<file path="src/rtl/move_history_stack_pkg.sv">
// Shared definitions for the move history stack: record layout, piece,
// castling and en-passant codes, and the control FSM state encoding.
// Imported by move_history_stack and sq_onehot_codec.
package move_history_stack_pkg;

  // Record geometry
  localparam int RECORD_W = 32;
  localparam int SQ_W     = 6;
  localparam int PIECE_W  = 6;
  localparam int CAST_W   = 2;
  localparam int EP_W     = 5;

  // Bit offsets of each field inside a 32-bit record (LSB first)
  localparam int OFF_FROM     = 0;
  localparam int OFF_TO       = 6;
  localparam int OFF_MOVING   = 12;
  localparam int OFF_CAPTURED = 18;
  localparam int OFF_CASTLING = 24;
  localparam int OFF_EP       = 26;
  localparam int OFF_COLOR    = 31;

  // One-hot piece codes, pawn in bit0 up to king in bit5
  localparam logic [PIECE_W-1:0] PIECE_NONE   = 6'b000000;
  localparam logic [PIECE_W-1:0] PIECE_PAWN   = 6'b000001;
  localparam logic [PIECE_W-1:0] PIECE_ROOK   = 6'b000010;
  localparam logic [PIECE_W-1:0] PIECE_KNIGHT = 6'b000100;
  localparam logic [PIECE_W-1:0] PIECE_BISHOP = 6'b001000;
  localparam logic [PIECE_W-1:0] PIECE_QUEEN  = 6'b010000;
  localparam logic [PIECE_W-1:0] PIECE_KING   = 6'b100000;

  // Castling codes
  localparam logic [CAST_W-1:0] CASTLE_NONE  = 2'b00;
  localparam logic [CAST_W-1:0] CASTLE_QUEEN = 2'b01;
  localparam logic [CAST_W-1:0] CASTLE_KING  = 2'b10;

  // En-passant codes
  localparam logic [EP_W-1:0] EP_NONE = 5'b00001;
  localparam logic [EP_W-1:0] EP_UL   = 5'b00010;
  localparam logic [EP_W-1:0] EP_UR   = 5'b00100;
  localparam logic [EP_W-1:0] EP_DL   = 5'b01000;
  localparam logic [EP_W-1:0] EP_DR   = 5'b10000;

  // Packed record; field order from MSB matches the OFF_* offsets above
  typedef struct packed {
    logic               color;
    logic [EP_W-1:0]    enpassant;
    logic [CAST_W-1:0]  castling;
    logic [PIECE_W-1:0] captured;
    logic [PIECE_W-1:0] moving;
    logic [SQ_W-1:0]    to_sq;
    logic [SQ_W-1:0]    from_sq;
  } record_t;

  typedef enum logic [1:0] {
    ST_IDLE   = 2'd0,
    ST_POP_RD = 2'd1,
    ST_ISSUE  = 2'd2
  } state_e;

  // True when exactly one bit of a piece code is set
  function automatic logic is_onehot6(input logic [PIECE_W-1:0] v);
    return (v != '0) && ((v & (v - 6'd1)) == '0);
  endfunction

endpackage

</file>
<file path="src/rtl/move_history_stack_sq_onehot_codec.sv">
// Square codec: 64-bit one-hot -> 6-bit index with validity flag, and
// 6-bit index -> 64-bit one-hot. Purely combinational, no backpressure.
// Ports: onehot_i/idx_o/is_onehot_o (encoder), idx_i/onehot_o (decoder).
module sq_onehot_codec
  import move_history_stack_pkg::*;
(
  input  logic [63:0]     onehot_i,
  output logic [SQ_W-1:0] idx_o,
  output logic            is_onehot_o,
  input  logic [SQ_W-1:0] idx_i,
  output logic [63:0]     onehot_o
);

  // OR of the indices of all set bits; equals the index when one-hot.
  // Garbage for malformed inputs, which is_onehot_o flags.
  always_comb begin
    idx_o = '0;
    for (int i = 0; i < 64; i++) begin
      if (onehot_i[i]) idx_o = idx_o | SQ_W'(i);
    end
  end

  // Non-zero with no second bit: clearing the lowest set bit leaves zero
  assign is_onehot_o = (onehot_i != '0) && ((onehot_i & (onehot_i - 64'd1)) == '0);

  assign onehot_o = 64'd1 << idx_i;

endmodule

</file>
<file path="src/rtl/move_history_stack.sv">
// LIFO of committed chess moves; an undo pops the newest record and replays
// it to the board updater with undo=1. Latency: undo accepted at edge N ->
// out_valid from edge N+2, held until upd_ack. Backpressure: push_ready low
// while full, while undo_req is high, and whenever a pop is in flight.
// Ports: push_* (move in, valid/ready), undo_req, upd_ack, record outputs
// (initialPosition..color_type, undo, out_valid), count/empty/full, err_sticky.
module move_history_stack
  import move_history_stack_pkg::*;
#(
  parameter int DEPTH = 64,
  parameter int AW    = 6
) (
  input  logic          clk,
  input  logic          clear_n,
  input  logic          push_valid,
  output logic          push_ready,
  input  logic [63:0]   push_initialPosition,
  input  logic [63:0]   push_movedPosition,
  input  logic [5:0]    push_movingPiece,
  input  logic [5:0]    push_capturedPiece,
  input  logic [1:0]    push_castling,
  input  logic [4:0]    push_enpassant,
  input  logic          push_color,
  input  logic          undo_req,
  input  logic          upd_ack,
  output logic [63:0]   initialPosition,
  output logic [63:0]   movedPosition,
  output logic [5:0]    movingPiece,
  output logic [5:0]    capturedPiece,
  output logic [1:0]    castling,
  output logic [4:0]    enpassant,
  output logic          color_type,
  output logic          undo,
  output logic          out_valid,
  output logic [AW:0]   count,
  output logic          empty,
  output logic          full,
  output logic          err_sticky
);

  localparam logic [AW:0] DEPTH_C = (AW+1)'(DEPTH);

  state_e        state_q;
  logic [AW:0]   count_q, count_d;
  logic          err_q, err_d;
  logic          out_valid_q;
  logic          undo_q;
  logic [AW-1:0] rd_addr_q;
  record_t       rd_rec_q;
  record_t       push_rec;
  record_t       mem_q [DEPTH];

  logic [63:0]   init_pos_q, moved_pos_q;
  logic [5:0]    moving_q, captured_q;
  logic [1:0]    castling_q;
  logic [4:0]    ep_q;
  logic          color_q;

  // Codec outputs for the from- and to-square
  logic [SQ_W-1:0] from_idx, to_idx;
  logic            from_ok, to_ok;
  logic [63:0]     from_dec, to_dec;

  logic is_idle, empty_w, full_w, wellformed;
  logic push_fire, push_ok, undo_fire;

  sq_onehot_codec u_from_codec (
    .onehot_i    (push_initialPosition),
    .idx_o       (from_idx),
    .is_onehot_o (from_ok),
    .idx_i       (rd_rec_q.from_sq),
    .onehot_o    (from_dec)
  );

  sq_onehot_codec u_to_codec (
    .onehot_i    (push_movedPosition),
    .idx_o       (to_idx),
    .is_onehot_o (to_ok),
    .idx_i       (rd_rec_q.to_sq),
    .onehot_o    (to_dec)
  );

  assign is_idle    = (state_q == ST_IDLE);
  assign empty_w    = (count_q == '0);
  assign full_w     = (count_q == DEPTH_C);
  assign wellformed = from_ok && to_ok && is_onehot6(push_movingPiece);

  // Undo has priority over a simultaneous push
  assign push_ready = is_idle && !full_w && !undo_req;
  assign push_fire  = push_valid && push_ready;
  assign push_ok    = push_fire && wellformed;
  assign undo_fire  = is_idle && undo_req && !empty_w;

  always_comb begin
    push_rec           = '0;
    push_rec.from_sq   = from_idx;
    push_rec.to_sq     = to_idx;
    push_rec.moving    = push_movingPiece;
    push_rec.captured  = push_capturedPiece;
    push_rec.castling  = push_castling;
    push_rec.enpassant = push_enpassant;
    push_rec.color     = push_color;
  end

  always_comb begin
    count_d = count_q;
    if (push_ok)        count_d = count_q + (AW+1)'(1);
    else if (undo_fire) count_d = count_q - (AW+1)'(1);
  end

  // Errors: underflow, a malformed push, or a push offered while full.
  // A push that loses to a same-cycle undo is not an error.
  always_comb begin
    err_d = err_q;
    if (is_idle) begin
      if (undo_req && empty_w)                                  err_d = 1'b1;
      if (!undo_req && push_valid && (full_w || !wellformed))   err_d = 1'b1;
    end
  end

  // Storage: one write port, one registered read port. The read runs every
  // cycle; the pop address is stable from POP_RD onward, so rd_rec_q holds
  // the popped record by the first ISSUE cycle.
  always_ff @(posedge clk) begin
    if (push_ok) mem_q[count_q[AW-1:0]] <= push_rec;
    rd_rec_q <= mem_q[rd_addr_q];
  end

  always_ff @(posedge clk) begin
    if (!clear_n) begin
      state_q     <= ST_IDLE;
      count_q     <= '0;
      err_q       <= 1'b0;
      out_valid_q <= 1'b0;
      undo_q      <= 1'b0;
      rd_addr_q   <= '0;
      init_pos_q  <= '0;
      moved_pos_q <= '0;
      moving_q    <= '0;
      captured_q  <= '0;
      castling_q  <= '0;
      ep_q        <= '0;
      color_q     <= 1'b0;
    end else begin
      count_q <= count_d;
      err_q   <= err_d;
      case (state_q)
        ST_IDLE: begin
          if (undo_fire) begin
            // Newest record sits at count-1; AW-bit wrap covers count==DEPTH
            rd_addr_q <= count_q[AW-1:0] - AW'(1);
            state_q   <= ST_POP_RD;
          end
        end
        ST_POP_RD: begin
          state_q <= ST_ISSUE;
        end
        ST_ISSUE: begin
          if (!out_valid_q) begin
            // First ISSUE cycle: latch the decoded record
            init_pos_q  <= from_dec;
            moved_pos_q <= to_dec;
            moving_q    <= rd_rec_q.moving;
            captured_q  <= rd_rec_q.captured;
            castling_q  <= rd_rec_q.castling;
            ep_q        <= rd_rec_q.enpassant;
            color_q     <= rd_rec_q.color;
            out_valid_q <= 1'b1;
            undo_q      <= 1'b1;
          end else if (upd_ack) begin
            out_valid_q <= 1'b0;
            undo_q      <= 1'b0;
            state_q     <= ST_IDLE;
          end
        end
        default: state_q <= ST_IDLE;
      endcase
    end
  end

  assign initialPosition = init_pos_q;
  assign movedPosition   = moved_pos_q;
  assign movingPiece     = moving_q;
  assign capturedPiece   = captured_q;
  assign castling        = castling_q;
  assign enpassant       = ep_q;
  assign color_type      = color_q;
  assign undo            = undo_q;
  assign out_valid       = out_valid_q;
  assign count           = count_q;
  assign empty           = empty_w;
  assign full            = full_w;
  assign err_sticky      = err_q;

endmodule

</file>
<file path="config.mk">
export PLATFORM = sky130hd
export DESIGN_NAME = move_history_stack
export DESIGN_NICKNAME = d
export VERILOG_FILES = /design/src/rtl/move_history_stack_pkg.sv /design/src/rtl/move_history_stack_sq_onehot_codec.sv /design/src/rtl/move_history_stack.sv
export SDC_FILE = /design/constraint.sdc
export NUM_CORES = 2
export LEC_CHECK = 0
export CAP_MARGIN = 20
export CORE_ASPECT_RATIO = 1.1
export CORE_MARGIN = 2
export CORE_UTILIZATION = 25
export DETAILED_ROUTE_END_ITERATION = 12
export GPL_TIMING_DRIVEN = 0
export HOLD_SLACK_MARGIN = 0.03
export SLEW_MARGIN = 20
export SYNTH_ARGS = -nofsm -noshare
export SYNTH_HDL_FRONTEND = slang
export SYNTH_SLANG_ARGS = --single-unit
export TNS_END_PERCENT = 20
</file>
<file path="constraint.sdc">
create_clock -name clk -period 8.51 [get_ports clk]
set_input_delay 1.702 -clock clk [delete_from_list [all_inputs] [get_ports clk]]
set_output_delay 1.702 -clock clk [all_outputs]
set_load 0.05 [all_outputs]
</file>
# [After elaboration in Yosys (flattened, before gate mapping)]
# Memories as Yosys holds them, arrays and structs flattened. A register that Yosys moved wholly into a read port is not among the register bits.
# Index checks and enable logic that the tools add are counted.
[word_totals] mem_count=1 mem_bits_rw=2048 out_inout_bits=161 wordCells=265 reg_bits=165 in_bits=153
[mem_list] name="mem_q" depth=64 word_bits=32 rd=1 rd_ports_with_merged_regs=1 wr=1 line="move_history_stack.sv:51" rtl="record_t mem_q [DEPTH];"
[op_classes] n_bitwise=3 reduce_logical=33 shift=2 addsub=6 n_eq_ne=12 muxes=196
[op_table] op="64-bit 2-to-1 mux" n=10
[op_table] op="6-bit 2-to-1 mux" n=79
[op_table] op="5-bit 2-to-1 mux" n=37
[op_table] op="64-bit bitwise AND" n=2
[op_table] op="64-bit logical NOT" n=2
[op_table] op="64-bit nonzero test" n=2
[op_table] op="1-bit by 6-bit left shift with 64-bit output, first input constant" n=2
[op_table] op="64-bit by 1-bit subtractor with 64-bit output, second input constant" n=2
[op_table] op="4-bit 2-to-1 mux" n=16
[op_table] op="2-bit 2-to-1 mux" n=20
[op_table] op="3-bit 2-to-1 mux" n=8
[op_table] op="1-bit 2-to-1 mux" n=22
[op_table] op="7-bit 2-to-1 mux" n=3
[op_table] op="1-bit logical AND" n=14
[op_table] op="6-bit by 1-bit subtractor with 6-bit output, second input constant" n=2
[op_table] op="3-bit inequality test, second input constant" n=3
[op_table] op="2-bit AND reduction" n=4
[op_table] op="7-bit by 1-bit adder with 7-bit output, second input constant" n=1
[op_table] op="7-bit == test, second input constant" n=1
[op_table] op="7-bit logical NOT" n=1
[op_table] op="7-bit by 1-bit subtractor with 7-bit output, second input constant" n=1
[op_table] op="6-bit bitwise AND" n=1
[op_table] op="6-bit logical NOT" n=1
[op_table] op="2-bit by 1-bit inequality test with 1-bit output, second input constant" n=3
[op_table] op="12 further kinds" n=15

# [Logic depth before layout (Yosys ltp)]
[depth] ltp_word=63 ltp_mapped=20 mapped_depth_nobuf=18

# [Hierarchy]
# Synthesis repeated with hierarchy kept, for this count alone.
[unflattened] hier_cells=4689 area_unflattened_um2=87951.9
[by_module_without_submodules] mod="move_history_stack" cells_each=4101 n_inst=1 area_per_inst_um2=84735.0
[by_module_without_submodules] mod="sq_onehot_codec at u_to_codec" cells_each=301 n_inst=1 area_per_inst_um2=1641.6
[by_module_without_submodules] mod="sq_onehot_codec at u_from_codec" cells_each=287 n_inst=1 area_per_inst_um2=1575.3

# [Worst setup path after synthesis]
# No wires, ideal clock.
[synth_timing] kind="input to register" startpoint="in push_movedPosition[41]" endpoint="mem mem_q[61][0] (netlist name) (enable)" path_buffers=1 stages=11 setup_slack_ps=1744 required_ps=8089 arrival_time_ps=6345 path_cell_list="or4_4 or3_1 or4_1 o21ai_1 nand4_1 or4b_1 or4_1 and4bb_2 buf_6 nand3_4 nor2_1"
[synth_between] elab_chain_cells=9 elab_cells_between_ends=10 cone_classes="1 x add/sub; 2 x mux; 1 x bitwise; 6 x reduce/logical"
[synth_rtl] element="start: declaration" line="move_history_stack.sv:18" rtl="input logic [63:0] push_movedPosition,"
[synth_rtl] element="64-bit by 1-bit subtractor with 64-bit output" line="move_history_stack_sq_onehot_codec.sv:24" rtl="assign is_onehot_o = (onehot_i != '0) && ((onehot_i & (onehot_i - 64'd1)) == '0);"
[synth_rtl] element="64-bit bitwise AND" line="move_history_stack_sq_onehot_codec.sv:24"
[synth_rtl] element="64-bit logical NOT" line="move_history_stack_sq_onehot_codec.sv:24"
[synth_rtl] element="1-bit logical AND (*)" line="move_history_stack_sq_onehot_codec.sv:24"
[synth_rtl] element="1-bit logical AND (*) (2 in a row)" line="move_history_stack.sv:86" rtl="assign wellformed = from_ok && to_ok && is_onehot6(push_movingPiece);"
[synth_rtl] element="1-bit logical AND (*)" line="move_history_stack.sv:91" rtl="assign push_ok = push_fire && wellformed;"
[synth_rtl] element="1-bit 2-to-1 mux (*)" line="move_history_stack.sv:125" rtl="if (push_ok) mem_q[count_q[AW-1:0]] <= push_rec;"
[synth_rtl] element="1-bit 2-to-1 mux (implied by the code) (*)" line="move_history_stack.sv:125"
[synth_rtl] element="end: declaration" line="move_history_stack.sv:51"
# Every way passes the cells marked *; elsewhere a longest branch is shown, timed or not.

# [Final worst setup path]
[layout_timing] startpoint="in push_initialPosition[6]" endpoint="mem mem_q[22][15] (netlist name) (enable)"
[layout_between] elab_chain_cells=9 elab_cells_between_ends=10 cone_classes="1 x add/sub; 2 x mux; 1 x bitwise; 6 x reduce/logical"
[layout_rtl] element="start: declaration" line="move_history_stack.sv:17" rtl="input logic [63:0] push_initialPosition,"
[layout_rtl] element="64-bit by 1-bit subtractor with 64-bit output" line="move_history_stack_sq_onehot_codec.sv:24"
[layout_rtl] element="64-bit bitwise AND" line="move_history_stack_sq_onehot_codec.sv:24"
[layout_rtl] element="64-bit logical NOT" line="move_history_stack_sq_onehot_codec.sv:24"
[layout_rtl] element="1-bit logical AND (*)" line="move_history_stack_sq_onehot_codec.sv:24"
[layout_rtl] element="1-bit logical AND (*) (2 in a row)" line="move_history_stack.sv:86"
[layout_rtl] element="1-bit logical AND (*)" line="move_history_stack.sv:91"
[layout_rtl] element="1-bit 2-to-1 mux (*)" line="move_history_stack.sv:125"
[layout_rtl] element="1-bit 2-to-1 mux (implied by the code) (*)" line="move_history_stack.sv:125"
# Marked as above.

==> run metrics <==
row cnt=227; gr usage total=14.7%; final setup fails=0; Clk Latency, worst-skew pair=880 ps; final hold vios=0; Initial Utilization=25.1%; clock skew=31.3 ps; Worst-path clk slew=60 ps; number of hold buffers added after cts=0; Final Critical Period=7780 ps; DR iter-0 viols=5293; #FFs+latches synth=2245; Max FO, Critical Path=13; CTS Sinks=2245; worst hold slack=460 ps; Yosys top cell area share=70.5%; post-CTS sizing=0; syn nets=4262; Post-DRT Antenna Nets=0; final wirelength=265000 µm; mapped cell area=87300 µm²; CP Data Required Time=9070 ps; number of synthesized flops with an enable pin=2048; max_slew headroom=21.2%; PortBufs=313; Die Span Y=624 µm; status=finished, final reports clean; Crit path buffers/inverters=4; Root Buffer=clkbuf_16; worst-path cell chain=clkdlybuf4s50_1 > nor4_2 > nand3_1 > or4_1 > buf_2 > o41ai_1 > o21ai_0 > nor4bb_1 > and3_1 > and4bb_2 > nand4_2 > nor2_4 > buf_16 > buf_16; cell count after synthesis=4102; critical path's slowest cell=nor2_4; Yosys Warn Count=0; Final Slew Violations=0; first-pass iteration count of the detailed router=6; Cell Count Post-Placement=9147; layout cells sized above 1=26.7%; CTS tree=yes; sequential share of the synthesized area=75.0%; Mean Syn Cell Area=21.3 µm²; Placer Congestion=0.881; grt ovf=0; Yosys cell types=83; DR vias/cell=4.89; Yosys top cell by area=edfxtp_1; Crit path top cell by count=buf_16; VDD IR-drop max=0.000240 V; Non-Filler Instances=9574; detailed-route via count=46800; pin count of the biggest net entering global routing=69; DIE WIDTH=567 µm; Fmax=128 MHz; power per cell area=202 nW/µm²; Residual DRC=0; Core ar.=347000 µm²; filler cell count=33120; Synth area leaders=edfxtp_1 (70%), mux4_2 (17%), dfxtp_1 (4.5%); post-CTS setup buffer count=0; TritonCTS buffer count=219; clk buf depth=3; Crit path largest cell delay=800 ps; P_leak=33.7 nW; Ports=314; hpwl dp=188000 µm; Worst Setup End Kind=flop; fraction of registers with async set/reset=0%; cell family with most CP delay=simple AND/OR/NAND/NOR gates; RSZ-0062 raised after global routing=no; average wire per standard cell=27.6 µm; vias in the first global route=47418; initial antenna violation count=31; MaxCap Viol Count=0; Nets=4950; first-pass GRT wire length=370000 µm; Worst-Margin Slew=1180 ps; Die ar.=354000 µm²; hold crit path type=reg -> reg; synth-to-layout area growth=22.8%; startpoint types=primary input; final worst-path cycle share=91.5%; critical setup path kind=in -> reg; Post-synth top flop=edfxtp_1; CTS H-Tree Depth=4; WP data arrival=8350 ps
==> cell families (layout without fill, tap and decap cells) <==
group | count (synthesis) | after routing | share of synthesized area (%)
flops | 2245 | 2245 | 75.0
mux | 690 | 690 | 17.4
simple gates | 618 | 618 | 3.74
compound gates | 314 | 314 | 2.69
buf+inv | 218 | 1092 | 0.954
fa+ha+maj | 9 | 9 | 0.132
xor+xnor | 8 | 8 | 0.0803
other cells | 0 | 18 | 0
==> layout by cell type (no fill, tap or decap), types with 16 or more instances in the layout <==
| cell type | n |
|---|---|
| clkbuf_16 | 220 |
| buf_12 | 55 |
| edfxtp_1 | 2048 |
| diode_2 | 18 |
| a21oi_1 | 16 |
| nor3_1 | 51 |
| buf_1 | 33 |
| dfxtp_1 | 197 |
| nor2_4 | 64 |
| nand4_1 | 40 |
| clkdlybuf4s50_1 | 293 |
| nand3_1 | 28 |
| buf_2 | 38 |
| or2_2 | 16 |
| or3_1 | 20 |
| nor2_1 | 73 |
| or4_1 | 22 |
| o41ai_1 | 17 |
| clkbuf_1 | 170 |
| clkinv_2 | 35 |
| o21ai_0 | 78 |
| clkinv_1 | 51 |
| buf_16 | 79 |
| mux4_2 | 661 |
| a21boi_0 | 23 |
| clkbuf_2 | 34 |
| a22o_1 | 90 |
| nand2_1 | 153 |
| mux2i_1 | 17 |
| nor4_1 | 48 |
==> flip-flops by register name (all words and copies together), names as in the netlist, 2 cells and up <==
register / cells
mem_q: 2048
state_q: 2
initialPosition: 64
count: 7
movedPosition: 64
capturedPiece: 6
enpassant: 5
castling: 2
rd_addr_q: 6
rd_rec_q: 32
movingPiece: 6
==> worst reg2reg max path, stage by stage, from the launching register on <==
cell,delay [ps]
dfxtp_1,560
clkbuf_1,400
or3_1,220
clkbuf_1,830
nor3_2,160
buf_4,250
nor2_1,160
nand3_1,90
or4_1,570
nor4_1,450
and4bb_2,550
nand4_2,660
nor2_4,800
buf_16,250
buf_16,190
==> path summary, 6_finish.rpt <==
path                                start             end  slack, ps  cells after the start
setup reg to reg                 count[5]   mem_q[22][15]       2060                     14
setup / recovery  push_initialPosition[6]   mem_q[22][15]        730                     14
hold / removal               rd_rec_q[12]  movingPiece[0]        460                      2
hold reg to reg              rd_rec_q[12]  movingPiece[0]        460                      2
==> layer usage <==
metal | GRT usage (%) | up-vias | wire length [µm] | part of all wire (%)
li1 | - | 18939 | - | -
met3 | 2.85 | 452 | 20400 | 7.7
met2 | 25.4 | 2194 | 134000 | 50
met1 | 18.3 | 25209 | 102000 | 39
met5 | 0 | - | 35 | 0.013
met4 | 4.89 | 6 | 8630 | 3.3
==> power breakdown <==
part	switching [W]	leakage (nW)	total, W	internal [W]
Sequential	0.000000193	22.2	0.0120	0.0120
Clock	0.00413	3.35	0.00934	0.00521
Combinational	0.000241	8.13	0.000349	0.000108
Total	0.00438	33.7	0.0216	0.0173
==> per-stage QoR <==
stage | TNS (ps) | total power (W) | setup WS [ps] | utilization, % | cell area (µm²)
after CTS | 0 | 0.0218 | 784 | 30.8 | 107000
after global routing | 0 | 0.0222 | 569 | 30.8 | 107000
after floorplan | 0 | 0.0123 | 1740 | - | 87300
final | 0 | 0.0216 | 726 | 30.8 | 107000
after detailed placement | -3040 | 0.0125 | -88.5 | 28.8 | 100000
after global placement | -5052300 | 0.0125 | -2850 | 27.7 | 96100
==> layout make-up <==
cell class                 count  area (µm²)  share of cell area [%]
tap                         4580        5730                    5.35
timing repair buffer         467        6560                    6.13
antenna                       18        45.0                  0.0421
clock inverter               122        1010                   0.947
clock buffer                 285        5850                    5.46
multi-input combinational   1639       21600                    20.1
inverter                      11        41.3                  0.0385
sequential                  2245       65400                    61.1
buffer                       207         857                   0.800
==> cells in the mapped netlist (6+ instances only) <==
cell and instances:
a21boi_0 23, inv_1 11, o41ai_1 17, o21ai_0 78, a21o_1 7, nand3_1 32
xnor2_1 6, or4_1 23, buf_1 67, nand3b_1 7, a21oi_1 16, nor2b_1 8
mux2i_1 17, nand2b_1 14, or3_1 22, a22oi_1 7, nor4_1 49, mux2_2 12
nor3_1 56, edfxtp_1 2048, nand4b_1 7, o31ai_1 13, a22o_1 90, or2_2 16
o211a_1 6, clkbuf_1 136, mux4_2 661, nand2_1 154, ha_1 6, and4_1 8
nand4_1 40, a2111oi_0 6, nor2_1 138, dfxtp_1 197
(Power assumes the default switching activity.)
